## src/rtl/sti4_share_unmask.sv

```systemverilog
// Share recombiner for the threshold-implemented S-box output: takes one share per
// cycle, folds each into a registered XOR accumulator, and emits the unmasked nibble.
module sti4_share_unmask #(
  parameter int NSHARES = 3,
  parameter int WIDTH   = 4
) (
  input  logic             clk,
  input  logic             rst_n,
  input  logic             in_valid,
  output logic             in_ready,
  input  logic [WIDTH-1:0] in_share,
  input  logic             in_last,
  output logic             out_valid,
  input  logic             out_ready,
  output logic [WIDTH-1:0] out_data,
  output logic             out_err,
  output logic             busy
);

  localparam int CW = $clog2(NSHARES);
  localparam logic [CW-1:0] LAST_CNT = CW'(NSHARES - 1);

  typedef enum logic [1:0] {
    S_IDLE  = 2'd0,
    S_ACCUM = 2'd1,
    S_OUT   = 2'd2
  } state_e;

  state_e           state_q, state_d;
  logic [WIDTH-1:0] acc_q, acc_d;
  logic [CW-1:0]    cnt_q, cnt_d;
  logic [WIDTH-1:0] out_data_q, out_data_d;
  logic             out_err_q, out_err_d;

  logic in_xfer;
  logic out_xfer;

  // Handshake flags come straight from the state register; out_ready never
  // reaches in_ready combinationally.
  assign in_ready  = (state_q == S_IDLE) || (state_q == S_ACCUM);
  assign out_valid = (state_q == S_OUT);
  assign busy      = (state_q != S_IDLE);
  assign out_data  = out_data_q;
  assign out_err   = out_err_q;

  assign in_xfer  = in_valid & in_ready;
  assign out_xfer = out_valid & out_ready;

  always_comb begin
    state_d    = state_q;
    acc_d      = acc_q;
    cnt_d      = cnt_q;
    out_data_d = out_data_q;
    out_err_d  = out_err_q;
    case (state_q)
      S_IDLE: begin
        if (in_xfer) begin
          if (in_last) begin
            out_data_d = '0;
            out_err_d  = 1'b1;
            state_d    = S_OUT;
          end else begin
            acc_d   = in_share;
            cnt_d   = CW'(1);
            state_d = S_ACCUM;
          end
        end
      end
      S_ACCUM: begin
        if (in_xfer) begin
          if (cnt_q == LAST_CNT) begin
            // Final share slot: a missing in_last is a framing error, and the
            // next share simply starts a new nibble.
            state_d    = S_OUT;
            out_data_d = in_last ? (acc_q ^ in_share) : '0;
            out_err_d  = ~in_last;
          end else if (in_last) begin
            out_data_d = '0;
            out_err_d  = 1'b1;
            state_d    = S_OUT;
          end else begin
            acc_d = acc_q ^ in_share;
            cnt_d = cnt_q + CW'(1);
          end
        end
      end
      S_OUT: begin
        if (out_xfer) begin
          // Scrub every trace of the nibble once the consumer has it.
          acc_d      = '0;
          cnt_d      = '0;
          out_data_d = '0;
          out_err_d  = 1'b0;
          state_d    = S_IDLE;
        end
      end
      default: begin
        acc_d      = '0;
        cnt_d      = '0;
        out_data_d = '0;
        out_err_d  = 1'b0;
        state_d    = S_IDLE;
      end
    endcase
  end

  always_ff @(posedge clk) begin
    if (!rst_n) begin
      state_q    <= S_IDLE;
      acc_q      <= '0;
      cnt_q      <= '0;
      out_data_q <= '0;
      out_err_q  <= 1'b0;
    end else begin
      state_q    <= state_d;
      acc_q      <= acc_d;
      cnt_q      <= cnt_d;
      out_data_q <= out_data_d;
      out_err_q  <= out_err_d;
    end
  end

endmodule

```

## config.mk

```make
export PLATFORM = sky130hd
export DESIGN_NAME = sti4_share_unmask
export DESIGN_NICKNAME = d
export VERILOG_FILES = /design/src/rtl/sti4_share_unmask.sv
export SDC_FILE = /design/constraint.sdc
export NUM_CORES = 1
export LEC_CHECK = 0
export CORE_UTILIZATION = 45
export DETAILED_ROUTE_END_ITERATION = 10
export DONT_BUFFER_PORTS = 1
export HOLD_SLACK_MARGIN = 0.03
export PLACE_DENSITY = 0.66
export SLEW_MARGIN = 0
export SYNTH_ARGS = -nofsm -noshare
export SYNTH_HDL_FRONTEND = slang
export SYNTH_SLANG_ARGS = --single-unit
export TNS_END_PERCENT = 50
```

## constraint.sdc

```tcl
create_clock -name clk -period 1.44 [get_ports clk]
set_input_delay 0.216 -clock clk [delete_from_list [all_inputs] [get_ports clk]]
set_output_delay 0.216 -clock clk [all_outputs]
set_load 0.01 [all_outputs]
```

==> results of run 1 <==
## cells by family (layout without fill, tap and decap cells)
| kind of cell | Yosys count | count (layout) |
|---|---|---|
| adders and majority gates | 1 | 1 |
| xor gates and xnor gates | 4 | 4 |
| buffers and inverters | 7 | 16 |
| and+or+nand+nor | 23 | 23 |
| DFF | 13 | 13 |
| AOI/OAI and AO/OA | 34 | 34 |
## cells in the mapped netlist (2+ instances only)
library cell and count:
o31ai_1 4, xor2_1 4, and2b_1 2, inv_1 4, nor2_1 4, a21oi_1 4, o21ai_0 7, nor2b_1 3
a31oi_1 4, nand2_1 5, and2_1 2, dfxtp_1 13, a22o_1 4, a311oi_1 5
## state kept, by name, summed over array words and instances (netlist names)
| register | cells |
|---|---|
| acc_q | 4 |
| out_err | 1 |
| cnt_q | 2 |
| state_q | 2 |
| out_data | 4 |
## metal layers
layer  GRT usage [%]  vias up  part of all wire, %
met2            34.4       21                   50
met1            21.0      313                   43
li1                -      326                    -
met4            5.81        0                  1.5
met3            7.33        4                  5.6
met5               0        -                    0
## stage by stage
step | worst slack, ns | util (%) | area [sq um]
3_3_place_gp | 0.0655 | 50.5 | 761
5_1_grt | 0.00416 | 55.1 | 831
3_5_place_dp | 0.000150 | 50.5 | 761
6_report | 0.0480 | 55.1 | 831
4_1_cts | 0.0441 | 53.7 | 808
2_1_floorplan | 0.170 | - | 719
## final timing paths
| kind | startpoint | endpoint | slack [ns] | depth (start not counted) |
|---|---|---|---|---|
| setup / recovery | cnt_q[0] | acc_q[3] | 0.05 | 5 |
| hold / removal | rst_n | out_err | 0.05 | 2 |
| setup reg to reg | cnt_q[0] | acc_q[3] | 0.05 | 5 |
| hold reg to reg | acc_q[0] | acc_q[0] | 0.51 | 1 |
## worst register-to-register path: cells and delay by family (launching register included)
kind,cells,cell delay [ns]
compound gates,3,0.66
flops,1,0.33
fa+ha+maj,1,0.24
buf+inv,1,0.07
## power groups by stage
stage / logic (W) / registers, W / clock network (W)
after floorplan: 0.0000999 / 0.000393 / 0
after global placement: 0.000117 / 0.000402 / 0
after detailed placement: 0.000121 / 0.000403 / 0
after CTS: 0.000125 / 0.000396 / 0.000237
after global routing: 0.000147 / 0.000400 / 0.000248
final: 0.000135 / 0.000397 / 0.000228
## area by class of cell
type / instances / area, sq um
multi-input combinational: 62 / 444
tap: 16 / 20.0
fill: 146 / 676
inverter: 4 / 15.0
timing repair buffer: 8 / 62.6
clock buffer: 4 / 26.3
sequential: 13 / 263
## repair_timing
item                       CTS  global route
gates resized for setup      3             6
gates cloned                 0             0
pin swaps                    0             0
hold buffers                 1             0
hold endpoints to repair     1             0
setup endpoints to repair    6             8
==> impl_metrics.prom, run 1 <==
# TYPE chip_impl_metric gauge
chip_impl_metric{name="worst-slew-pin-transition",unit="ns"} 0.318
chip_impl_metric{name="finish.net_count",unit=""} 102
chip_impl_metric{name="setup_viol",unit=""} 0
chip_impl_metric{name="cp.arrival",unit="ns"} 1.58
chip_impl_metric{name="power.clock.fraction",unit="%"} 30.1
chip_impl_metric{name="period_needed",unit="ns"} 1.39
chip_impl_metric{name="cts.path.max_buffers",unit=""} 2
chip_impl_metric{name="finish.cell_count_without_fillers",unit=""} 107
chip_impl_metric{name="grt_pass1_vias",unit=""} 602
chip_impl_metric{name="relSlewSlack",unit="%"} 78.7
chip_impl_metric{name="synth_cells",unit=""} 82
chip_impl_info{name="layout_common_cells",value="dfxtp_1, o21ai_0, buf_4, nand2_1"} 1
chip_impl_metric{name="setup_total_negative_slack",unit="ns"} 0
chip_impl_metric{name="post_drt_wl_per_cell",unit="um"} 15.4
chip_impl_metric{name="design.die.area",unit="sq um"} 1760
chip_impl_metric{name="drt_iter0_drc",unit=""} 9
chip_impl_info{name="combinational_family_with_the_most_area_after_synthesis",value="compound AO/OA/AOI/OAI gates"} 1
chip_impl_metric{name="synth-xor-area-share",unit="%"} 4.87
chip_impl_metric{name="start_util",unit="%"} 47.8
chip_impl_metric{name="insertion_delay_of_the_later_clocked_pin_in_the_worst_skew_pair",unit="ns"} 0.28
chip_impl_info{name="setup.worst_path.end_class",value="flip-flop"} 1
chip_impl_metric{name="critPathMaxStageDelay",unit="ns"} 0.33
chip_impl_metric{name="post-cts-setup-buffers",unit=""} 0
chip_impl_metric{name="post-synth-top-area-fraction",unit="%"} 36.2
chip_impl_metric{name="io_pins",unit=""} 17
chip_impl_metric{name="detailedRoute.firstPassIterationCount",unit=""} 4
chip_impl_info{name="crit_family",value="compound AO/OA/AOI/OAI gates"} 1
chip_impl_info{name="worst_hold_path_type",value="in -> reg"} 1
chip_impl_info{name="final_common_cell",value="dfxtp_1"} 1
chip_impl_metric{name="port-buffer-count",unit=""} 0
chip_impl_metric{name="core_area",unit="sq um"} 1510
chip_impl_info{name="synth_area_leaders",value="dfxtp_1, a311oi_1, a22o_1"} 1
chip_impl_metric{name="share_comb_of_total_power",unit="%"} 17.7
chip_impl_info{name="most_area_hungry_cell_type_in_the_yosys_netlist",value="dfxtp_1"} 1
chip_impl_metric{name="synth_mux_area_share",unit="%"} 0
chip_impl_metric{name="detailedPlacementHpwl",unit="mm"} 1.17
chip_impl_metric{name="layout_worst_path_cycle_share",unit="%"} 96.7
chip_impl_metric{name="initial_antenna_violation_count",unit=""} 0
chip_impl_metric{name="synth-seq-area-share",unit="%"} 36.2
chip_impl_metric{name="worstPathMaxFanout",unit=""} 7
chip_impl_metric{name="synthToLayoutAreaGrowth",unit="%"} 15.5
chip_impl_info{name="timing_worst_setup_path_type",value="reg -> reg"} 1
chip_impl_metric{name="synthesized_area_divided_by_synthesized_cell_count",unit="sq um"} 8.77
chip_impl_metric{name="yosys.area_share.simple",unit="%"} 17.7
chip_impl_metric{name="vdd_drop_max",unit="V"} 0.000632
chip_impl_metric{name="dieWidth",unit="um"} 42.0
chip_impl_metric{name="route.antenna.remaining_nets",unit=""} 0
chip_impl_metric{name="worst-path-buf-inv",unit=""} 1
chip_impl_metric{name="final_slew_violations",unit=""} 0
chip_impl_metric{name="p_sw_share",unit="%"} 28.0
chip_impl_metric{name="cap_viol_max_count",unit=""} 0
chip_impl_metric{name="worst_ep_required_time",unit="ns"} 1.63
chip_impl_info{name="worstPathCellList",value="inv_1 -> ha_2 -> a21oi_4 -> a21o_2 -> a311oi_2"} 1
chip_impl_metric{name="drive_above_1_share",unit="%"} 22.0
chip_impl_metric{name="die_height",unit="um"} 42.0
chip_impl_metric{name="power.net_switching",unit="W"} 0.000213
chip_impl_metric{name="synthesis.nets",unit=""} 92
chip_impl_metric{name="largest_net_degree_at_the_start_of_global_routing",unit=""} 14
chip_impl_info{name="worst_setup_path_start_kind",value="flip-flop"} 1
chip_impl_info{name="run_status",value="finished clean"} 1
chip_impl_metric{name="antenna_cells_inserted",unit=""} 0
chip_impl_metric{name="drt_drc_violations_left",unit=""} 0
chip_impl_metric{name="synth_edf_count",unit=""} 0
chip_impl_info{name="clock_root_buffer",value="clkbuf_4"} 1
chip_impl_metric{name="tritoncts_num_sinks",unit=""} 13
chip_impl_metric{name="worst_setup_hold_path_clk_slew",unit="ns"} 0.08
chip_impl_metric{name="p_per_area",unit="nW/um^2"} 915
chip_impl_metric{name="yosysWarningCount",unit=""} 0
chip_impl_metric{name="inserted_clock_buffers",unit=""} 3
chip_impl_metric{name="seqPwrFrac",unit="%"} 52.2
chip_impl_metric{name="fmax",unit="MHz"} 718
chip_impl_metric{name="fp-row-count",unit=""} 14
chip_impl_info{name="unrepaired_setup_endpoints_after_global_routing",value="false"} 1
chip_impl_info{name="cts_tree",value="yes"} 1
chip_impl_metric{name="finalWirelength",unit="mm"} 1.64
chip_impl_info{name="ys_dominant_reg_cell",value="dfxtp_1"} 1
chip_impl_metric{name="fin_worst_skew",unit="ns"} 0.00604
chip_impl_metric{name="synth_adder_area_share",unit="%"} 1.74
chip_impl_metric{name="p_int",unit="W"} 0.000547
chip_impl_metric{name="power_leakage",unit="nW"} 0.321
chip_impl_metric{name="synth_area",unit="sq um"} 719
chip_impl_metric{name="overflow",unit=""} 0
chip_impl_metric{name="deepest_level_of_the_cts_h_tree",unit=""} 1
chip_impl_metric{name="asyncSetResetFlopFracSynth",unit="%"} 0
chip_impl_metric{name="synth_seq_cells",unit=""} 13
chip_impl_metric{name="compound_gate_fraction_of_synth_area",unit="%"} 33.0
chip_impl_metric{name="timing.final.hold_violations",unit=""} 0
chip_impl_metric{name="placed_cells",unit=""} 102
chip_impl_metric{name="num_vias",unit=""} 664
chip_impl_metric{name="groute.usage.overall",unit="%"} 19.3
chip_impl_metric{name="whs",unit="ns"} 0.0485
chip_impl_metric{name="grt_pass1_wl",unit="mm"} 2.53
chip_impl_metric{name="post_drt_via_cell_ratio",unit=""} 6.21
chip_impl_metric{name="design_power_total",unit="W"} 0.000760
chip_impl_info{name="crit_slowest_cell",value="dfxtp_1"} 1
chip_impl_metric{name="finalWeightedCongestion",unit=""} 0.845
chip_impl_metric{name="synthDistinctLibCells",unit=""} 31
Power figures use the tool's default switching activity.
==> run 2, diff against run 1 <==
Settings changed: BUFFER_PORTS_ARGS from default to -buffer_cell sky130_fd_sc_hd__clkbuf_2, DONT_BUFFER_PORTS 1 to default, PLACE_DENSITY 0.66 to 0.75.
==> impl_metrics.prom, run 2 (synthesized netlist as in run 1, its figures left out) <==
# TYPE chip_impl_metric gauge
chip_impl_info{name="run_status",value="finished clean"} 1
chip_impl_metric{name="period_needed",unit="ns"} 1.39
chip_impl_metric{name="initial_antenna_violation_count",unit=""} 0
chip_impl_metric{name="worst-slew-pin-transition",unit="ns"} 0.301
chip_impl_metric{name="grt_pass1_wl",unit="mm"} 2.97
chip_impl_metric{name="grt_pass1_vias",unit=""} 677
chip_impl_metric{name="fmax",unit="MHz"} 718
chip_impl_info{name="cts_tree",value="yes"} 1
chip_impl_info{name="final_common_cell",value="clkbuf_2"} 1
chip_impl_metric{name="critical_path_cell_count",unit=""} 5
chip_impl_metric{name="setup_viol",unit=""} 0
chip_impl_metric{name="reg2reg_depth",unit=""} 5
chip_impl_metric{name="synthToLayoutAreaGrowth",unit="%"} 20.9
chip_impl_info{name="crit_slowest_cell",value="dfxtp_1"} 1
chip_impl_metric{name="overflow",unit=""} 0
chip_impl_metric{name="start_util",unit="%"} 47.8
chip_impl_metric{name="tritoncts_num_sinks",unit=""} 13
chip_impl_info{name="worstPathCellList",value="inv_1 -> ha_2 -> a21oi_1 -> o2111a_1 -> a22o_1"} 1
chip_impl_metric{name="post_drt_via_cell_ratio",unit=""} 5.99
chip_impl_info{name="layout_common_cells",value="clkbuf_2, dfxtp_1, o21ai_0, nand2_1"} 1
chip_impl_metric{name="post_dp_cell_area",unit="sq um"} 818
chip_impl_metric{name="die_height",unit="um"} 42.0
chip_impl_info{name="r2r-start",value="cnt_q[0]"} 1
chip_impl_metric{name="cap_viol_max_count",unit=""} 0
chip_impl_metric{name="final_design_area_no_fill",unit="sq um"} 870
chip_impl_info{name="clock_root_buffer",value="clkbuf_4"} 1
chip_impl_info{name="setup.worst_path.end_class",value="flip-flop"} 1
chip_impl_metric{name="route.antenna.remaining_nets",unit=""} 0
chip_impl_metric{name="power_leakage",unit="nW"} 0.370
chip_impl_metric{name="cts.path.max_buffers",unit=""} 2
chip_impl_metric{name="p_per_area",unit="nW/um^2"} 896
chip_impl_metric{name="met3_wirelength",unit="um"} 60
chip_impl_metric{name="finish.net_count",unit=""} 114
chip_impl_metric{name="drt_drc_violations_left",unit=""} 0
chip_impl_info{name="top_routing_layer_in_use",value="met4"} 1
chip_impl_metric{name="design.die.area",unit="sq um"} 1760
chip_impl_metric{name="met2_length",unit="um"} 785
chip_impl_info{name="timing.rr.end",value="out_data[3]"} 1
chip_impl_metric{name="num_vias",unit=""} 713
chip_impl_metric{name="hold_buffer_count_at_cts",unit=""} 0
chip_impl_info{name="startpoint",value="cnt_q[0]"} 1
chip_impl_metric{name="worst-r2r-setup-slack",unit="ns"} 0.05
chip_impl_metric{name="drt_iter0_drc",unit=""} 23
chip_impl_metric{name="post_drt_wl_per_cell",unit="um"} 14.6
chip_impl_metric{name="finalWeightedCongestion",unit=""} 0.941
chip_impl_metric{name="critPathMaxStageDelay",unit="ns"} 0.32
chip_impl_metric{name="port-buffer-count",unit=""} 16
chip_impl_metric{name="fp-row-count",unit=""} 14
chip_impl_metric{name="worstPathMaxFanout",unit=""} 5
chip_impl_metric{name="detailedRoute.firstPassIterationCount",unit=""} 4
chip_impl_metric{name="inserted_clock_buffers",unit=""} 3
chip_impl_metric{name="wirelength_met1",unit="um"} 834
chip_impl_metric{name="largest_net_degree_at_the_start_of_global_routing",unit=""} 12
chip_impl_info{name="crit_family",value="compound AO/OA/AOI/OAI gates"} 1
chip_impl_metric{name="setup_total_negative_slack",unit="ns"} 0
chip_impl_metric{name="antenna_cells_inserted",unit=""} 0
chip_impl_metric{name="layout_worst_path_cycle_share",unit="%"} 96.8
chip_impl_metric{name="groute.usage.overall",unit="%"} 22.1
chip_impl_metric{name="worst-path-buf-inv",unit=""} 1
chip_impl_metric{name="timing.final.hold_violations",unit=""} 0
chip_impl_info{name="worst_hold_path_type",value="in -> reg"} 1
chip_impl_metric{name="cp.arrival",unit="ns"} 1.57
chip_impl_info{name="unrepaired_setup_endpoints_after_global_routing",value="false"} 1
chip_impl_metric{name="relSlewSlack",unit="%"} 79.8
chip_impl_metric{name="insertion_delay_of_the_later_clocked_pin_in_the_worst_skew_pair",unit="ns"} 0.28
chip_impl_info{name="timing_worst_setup_path_type",value="reg -> reg"} 1
chip_impl_metric{name="placed_cells",unit=""} 115
chip_impl_metric{name="dieWidth",unit="um"} 42.0
chip_impl_metric{name="fin_worst_skew",unit="ns"} 0.00293
chip_impl_metric{name="post-cts-setup-buffers",unit=""} 0
chip_impl_metric{name="vdd_drop_max",unit="V"} 0.000527
chip_impl_metric{name="worst_ep_required_time",unit="ns"} 1.62
chip_impl_metric{name="finish.cell_count_without_fillers",unit=""} 119
chip_impl_metric{name="worst_setup_hold_path_clk_slew",unit="ns"} 0.08
chip_impl_info{name="endpoint",value="out_data[3]"} 1
chip_impl_metric{name="detailedPlacementHpwl",unit="mm"} 1.26
chip_impl_metric{name="deepest_level_of_the_cts_h_tree",unit=""} 1
chip_impl_metric{name="final_slew_violations",unit=""} 0
chip_impl_metric{name="io_pins",unit=""} 17
chip_impl_metric{name="finalWirelength",unit="mm"} 1.74
chip_impl_info{name="worst_setup_path_start_kind",value="flip-flop"} 1
chip_impl_metric{name="drive_above_1_share",unit="%"} 28.2
chip_impl_metric{name="post-route-util",unit="%"} 57.7
chip_impl_metric{name="core_area",unit="sq um"} 1510
## run 2: how the worst min path moves through the flow
stage | cells after the start | startpoint | slack, ns | to
6_report | 3 | rst_n | 0.20 | out_err
3_5_place_dp | 1 | out_data[2] | 0.47 | out_data[2]
2_1_floorplan | 1 | in_last | 0.32 | out_err
5_1_grt | 3 | rst_n | 0.21 | out_err
4_1_cts | 3 | rst_n | 0.19 | out_err
3_3_place_gp | 1 | out_data[2] | 0.46 | out_data[2]
## run 2: what timing repair did
action,CTS,global route
gates resized for setup,2,4
pin swaps,1,0
endpoints found under the setup margin,3,11
gates cloned,0,0
## run 2: metrics by stage
stage	total power (W)	setup WS, ns	hold WS, ns
6_report	0.000779	0.0467	0.195
2_1_floorplan	0.000493	0.170	0.319
5_1_grt	0.000816	0.000846	0.208
4_1_cts	0.000779	0.00855	0.194
3_3_place_gp	0.000542	0.0672	0.460
3_5_place_dp	0.000546	0.00599	0.467
## run 2: power by group
part | leakage (nW) | switching (W) | internal, W
clock | 0.0150 | 0.000125 | 0.000108
combinational | 0.248 | 0.0000884 | 0.0000679
sequential | 0.107 | 0.0000165 | 0.000373
total | 0.370 | 0.000230 | 0.000549
## run 2: final cells by class
cell class / count / area [sq um]
Fill cell: 133 / 637
Multi-Input combinational cell: 62 / 434
Sequential cell: 13 / 264
Timing Repair Buffer: 20 / 110
Clock buffer: 4 / 26.3
Tap cell: 16 / 20.0
Inverter: 4 / 15.0
## run 2: worst min-delay path: cells and delay by family
family	cells	cell delay, ns
buffers and inverters	1	0.11
AO/OA/AOI/OAI	1	0.04
AND/OR/NAND/NOR	1	0.06
## run 2: per-layer routing
layer  track usage [%]  up-vias
met5                 0        -
met4              11.0        0
met3              4.31        6
met2              35.3       20
met1              28.4      335
li1                  -      352
==> run 3, diff against run 2 <==
Settings changed: RECOVER_POWER from default to 100.
==> impl_metrics.prom, run 3 (synthesized netlist as in run 1, its figures left out) <==
# TYPE chip_impl_metric gauge
chip_impl_metric{name="fin_worst_skew",unit="ns"} 0.00281
chip_impl_metric{name="vdd_drop_max",unit="V"} 0.000526
chip_impl_metric{name="power.clock.fraction",unit="%"} 29.9
chip_impl_info{name="worst_hold_path_type",value="in -> reg"} 1
chip_impl_metric{name="grt_pass1_vias",unit=""} 677
chip_impl_metric{name="overflow",unit=""} 0
chip_impl_metric{name="insertion_delay_of_the_later_clocked_pin_in_the_worst_skew_pair",unit="ns"} 0.28
chip_impl_metric{name="grt_pass1_wl",unit="mm"} 2.97
chip_impl_info{name="top_routing_layer_in_use",value="met4"} 1
chip_impl_metric{name="relSlewSlack",unit="%"} 79.8
chip_impl_metric{name="timing.final.hold_violations",unit=""} 0
chip_impl_metric{name="route.antenna.remaining_nets",unit=""} 0
chip_impl_metric{name="finish.net_count",unit=""} 114
chip_impl_info{name="crit_slowest_cell",value="dfxtp_1"} 1
chip_impl_metric{name="final-seq-area",unit="sq um"} 264
chip_impl_metric{name="deepest_level_of_the_cts_h_tree",unit=""} 1
chip_impl_info{name="cts_tree",value="yes"} 1
chip_impl_metric{name="die_height",unit="um"} 42.0
chip_impl_metric{name="layout_worst_path_cycle_share",unit="%"} 96.7
chip_impl_metric{name="met3_wirelength",unit="um"} 66
chip_impl_metric{name="whs",unit="ns"} 0.196
chip_impl_metric{name="preCtsSetupSlack",unit="ns"} 0.00599
chip_impl_metric{name="worstPathMaxFanout",unit=""} 5
chip_impl_info{name="layout_common_cells",value="dfxtp_1, clkbuf_2, o21ai_0, clkbuf_1, nand2_1"} 1
chip_impl_metric{name="dieWidth",unit="um"} 42.0
chip_impl_info{name="timing_worst_setup_path_type",value="reg -> reg"} 1
chip_impl_metric{name="setup_ws",unit="ns"} 0.0469
chip_impl_metric{name="core_area",unit="sq um"} 1510
chip_impl_metric{name="port-buffer-count",unit=""} 16
chip_impl_metric{name="detailedRoute.firstPassIterationCount",unit=""} 4
chip_impl_metric{name="detailedPlacementHpwl",unit="mm"} 1.26
chip_impl_metric{name="fillcell_total",unit=""} 137
chip_impl_metric{name="drive_above_1_share",unit="%"} 23.3
chip_impl_metric{name="finalWeightedCongestion",unit=""} 0.941
chip_impl_metric{name="p_sw_share",unit="%"} 29.6
chip_impl_info{name="clock_root_buffer",value="clkbuf_4"} 1
chip_impl_metric{name="cts.path.max_buffers",unit=""} 2
chip_impl_metric{name="hold_buffer_count_at_cts",unit=""} 0
chip_impl_metric{name="cp.arrival",unit="ns"} 1.57
chip_impl_metric{name="multi_input_area",unit="sq um"} 434
chip_impl_metric{name="groute.usage.overall",unit="%"} 22.1
chip_impl_metric{name="wirelength_met1",unit="um"} 835
chip_impl_metric{name="power_leakage",unit="nW"} 0.353
chip_impl_metric{name="worst_setup_hold_path_clk_slew",unit="ns"} 0.08
chip_impl_metric{name="setup_viol",unit=""} 0
chip_impl_metric{name="p_int",unit="W"} 0.000548
chip_impl_metric{name="design.die.area",unit="sq um"} 1760
chip_impl_metric{name="antenna_cells_inserted",unit=""} 0
chip_impl_metric{name="largest_net_degree_at_the_start_of_global_routing",unit=""} 12
chip_impl_info{name="worst_setup_path_start_kind",value="flip-flop"} 1
chip_impl_metric{name="fp-row-count",unit=""} 14
chip_impl_metric{name="final_slew_violations",unit=""} 0
chip_impl_metric{name="inserted_clock_buffers",unit=""} 3
chip_impl_metric{name="design_power_total",unit="W"} 0.000778
chip_impl_metric{name="drt_iter0_drc",unit=""} 23
chip_impl_metric{name="period_needed",unit="ns"} 1.39
chip_impl_metric{name="drt_drc_violations_left",unit=""} 0
chip_impl_metric{name="start_util",unit="%"} 47.8
chip_impl_info{name="unrepaired_setup_endpoints_after_global_routing",value="false"} 1
chip_impl_metric{name="seqPwrFrac",unit="%"} 50.1
chip_impl_metric{name="cap_viol_max_count",unit=""} 0
chip_impl_metric{name="power.net_switching",unit="W"} 0.000230
chip_impl_metric{name="setup_total_negative_slack",unit="ns"} 0
chip_impl_metric{name="num_vias",unit=""} 714
chip_impl_metric{name="post_drt_via_cell_ratio",unit=""} 6.00
chip_impl_metric{name="fmax",unit="MHz"} 718
chip_impl_metric{name="initial_antenna_violation_count",unit=""} 0
chip_impl_metric{name="tritoncts_num_sinks",unit=""} 13
chip_impl_metric{name="finalWirelength",unit="mm"} 1.74
chip_impl_metric{name="worst-path-buf-inv",unit=""} 1
chip_impl_metric{name="share_comb_of_total_power",unit="%"} 20.0
chip_impl_metric{name="io_pins",unit=""} 17
chip_impl_info{name="run_status",value="finished clean"} 1
chip_impl_metric{name="p_per_area",unit="nW/um^2"} 901
chip_impl_metric{name="post_drt_wl_per_cell",unit="um"} 14.6
chip_impl_info{name="crit_family",value="compound AO/OA/AOI/OAI gates"} 1
chip_impl_metric{name="worst_ep_required_time",unit="ns"} 1.62
chip_impl_metric{name="synthToLayoutAreaGrowth",unit="%"} 20.0
chip_impl_metric{name="worst-slew-pin-transition",unit="ns"} 0.301
chip_impl_metric{name="met2_length",unit="um"} 784
chip_impl_info{name="setup.worst_path.end_class",value="flip-flop"} 1
chip_impl_metric{name="critPathMaxStageDelay",unit="ns"} 0.32
chip_impl_info{name="worstPathCellList",value="inv_1 -> ha_2 -> a21oi_1 -> o2111a_1 -> a22o_1"} 1
chip_impl_info{name="final_common_cell",value="dfxtp_1"} 1
==> run 3: worst paths after layout <==
kind | from | endpoint | slack [ns] | cells past startpoint
setup / recovery | cnt_q[0] | out_data[3] | 0.05 | 5
hold reg to reg | out_data[2] | out_data[2] | 0.48 | 1
hold / removal | rst_n | out_err | 0.20 | 3
setup reg to reg | cnt_q[0] | out_data[3] | 0.05 | 5
==> run 3: worst register-to-register path, cell delays in order (launching register included) <==
cell and delay (ns):
dfxtp_1 0.32, inv_1 0.07, ha_2 0.26, a21oi_1 0.08, o2111a_1 0.30, a22o_1 0.26
==> run 3: through the flow <==
step,std cells,area (sq um),util [%]
global route,119,863,57.3
floorplan,82,719,-
detailed placement,115,818,54.3
global placement,115,818,54.3
finish,119,863,57.3
CTS,119,853,56.6
==> run 3: layer usage <==
| layer | vias to the layer above | track usage [%] |
|---|---|---|
| li1 | 352 | - |
| met1 | 336 | 28.4 |
| met2 | 20 | 35.3 |
| met3 | 6 | 4.31 |
| met4 | 0 | 11.0 |
| met5 | - | 0 |
==> run 3: what timing repair did <==
item | in CTS | in global routing
endpoints found under the hold margin | 0 | 0
endpoints found under the setup margin | 3 | 11
gates resized for setup | 2 | 4
pin swaps | 1 | 0
setup buffers | 0 | 0
==> run 3: power groups by stage <==
| stage | registers (W) | clock network, W | logic, W |
|---|---|---|---|
| final | 0.000390 | 0.000233 | 0.000156 |
| after global routing | 0.000392 | 0.000250 | 0.000174 |
| after CTS | 0.000390 | 0.000237 | 0.000151 |
| after detailed placement | 0.000397 | 0 | 0.000148 |
| after global placement | 0.000397 | 0 | 0.000145 |
| after floorplan | 0.000393 | 0 | 0.0000999 |
==> run 3: final cells by class <==
class	instances	area share, %
clock buffers	4	3.04
inverters	4	1.74
multi-input cells	62	50.3
flip-flops and latches	13	30.6
well taps	16	2.32
repair buffers	20	12.0
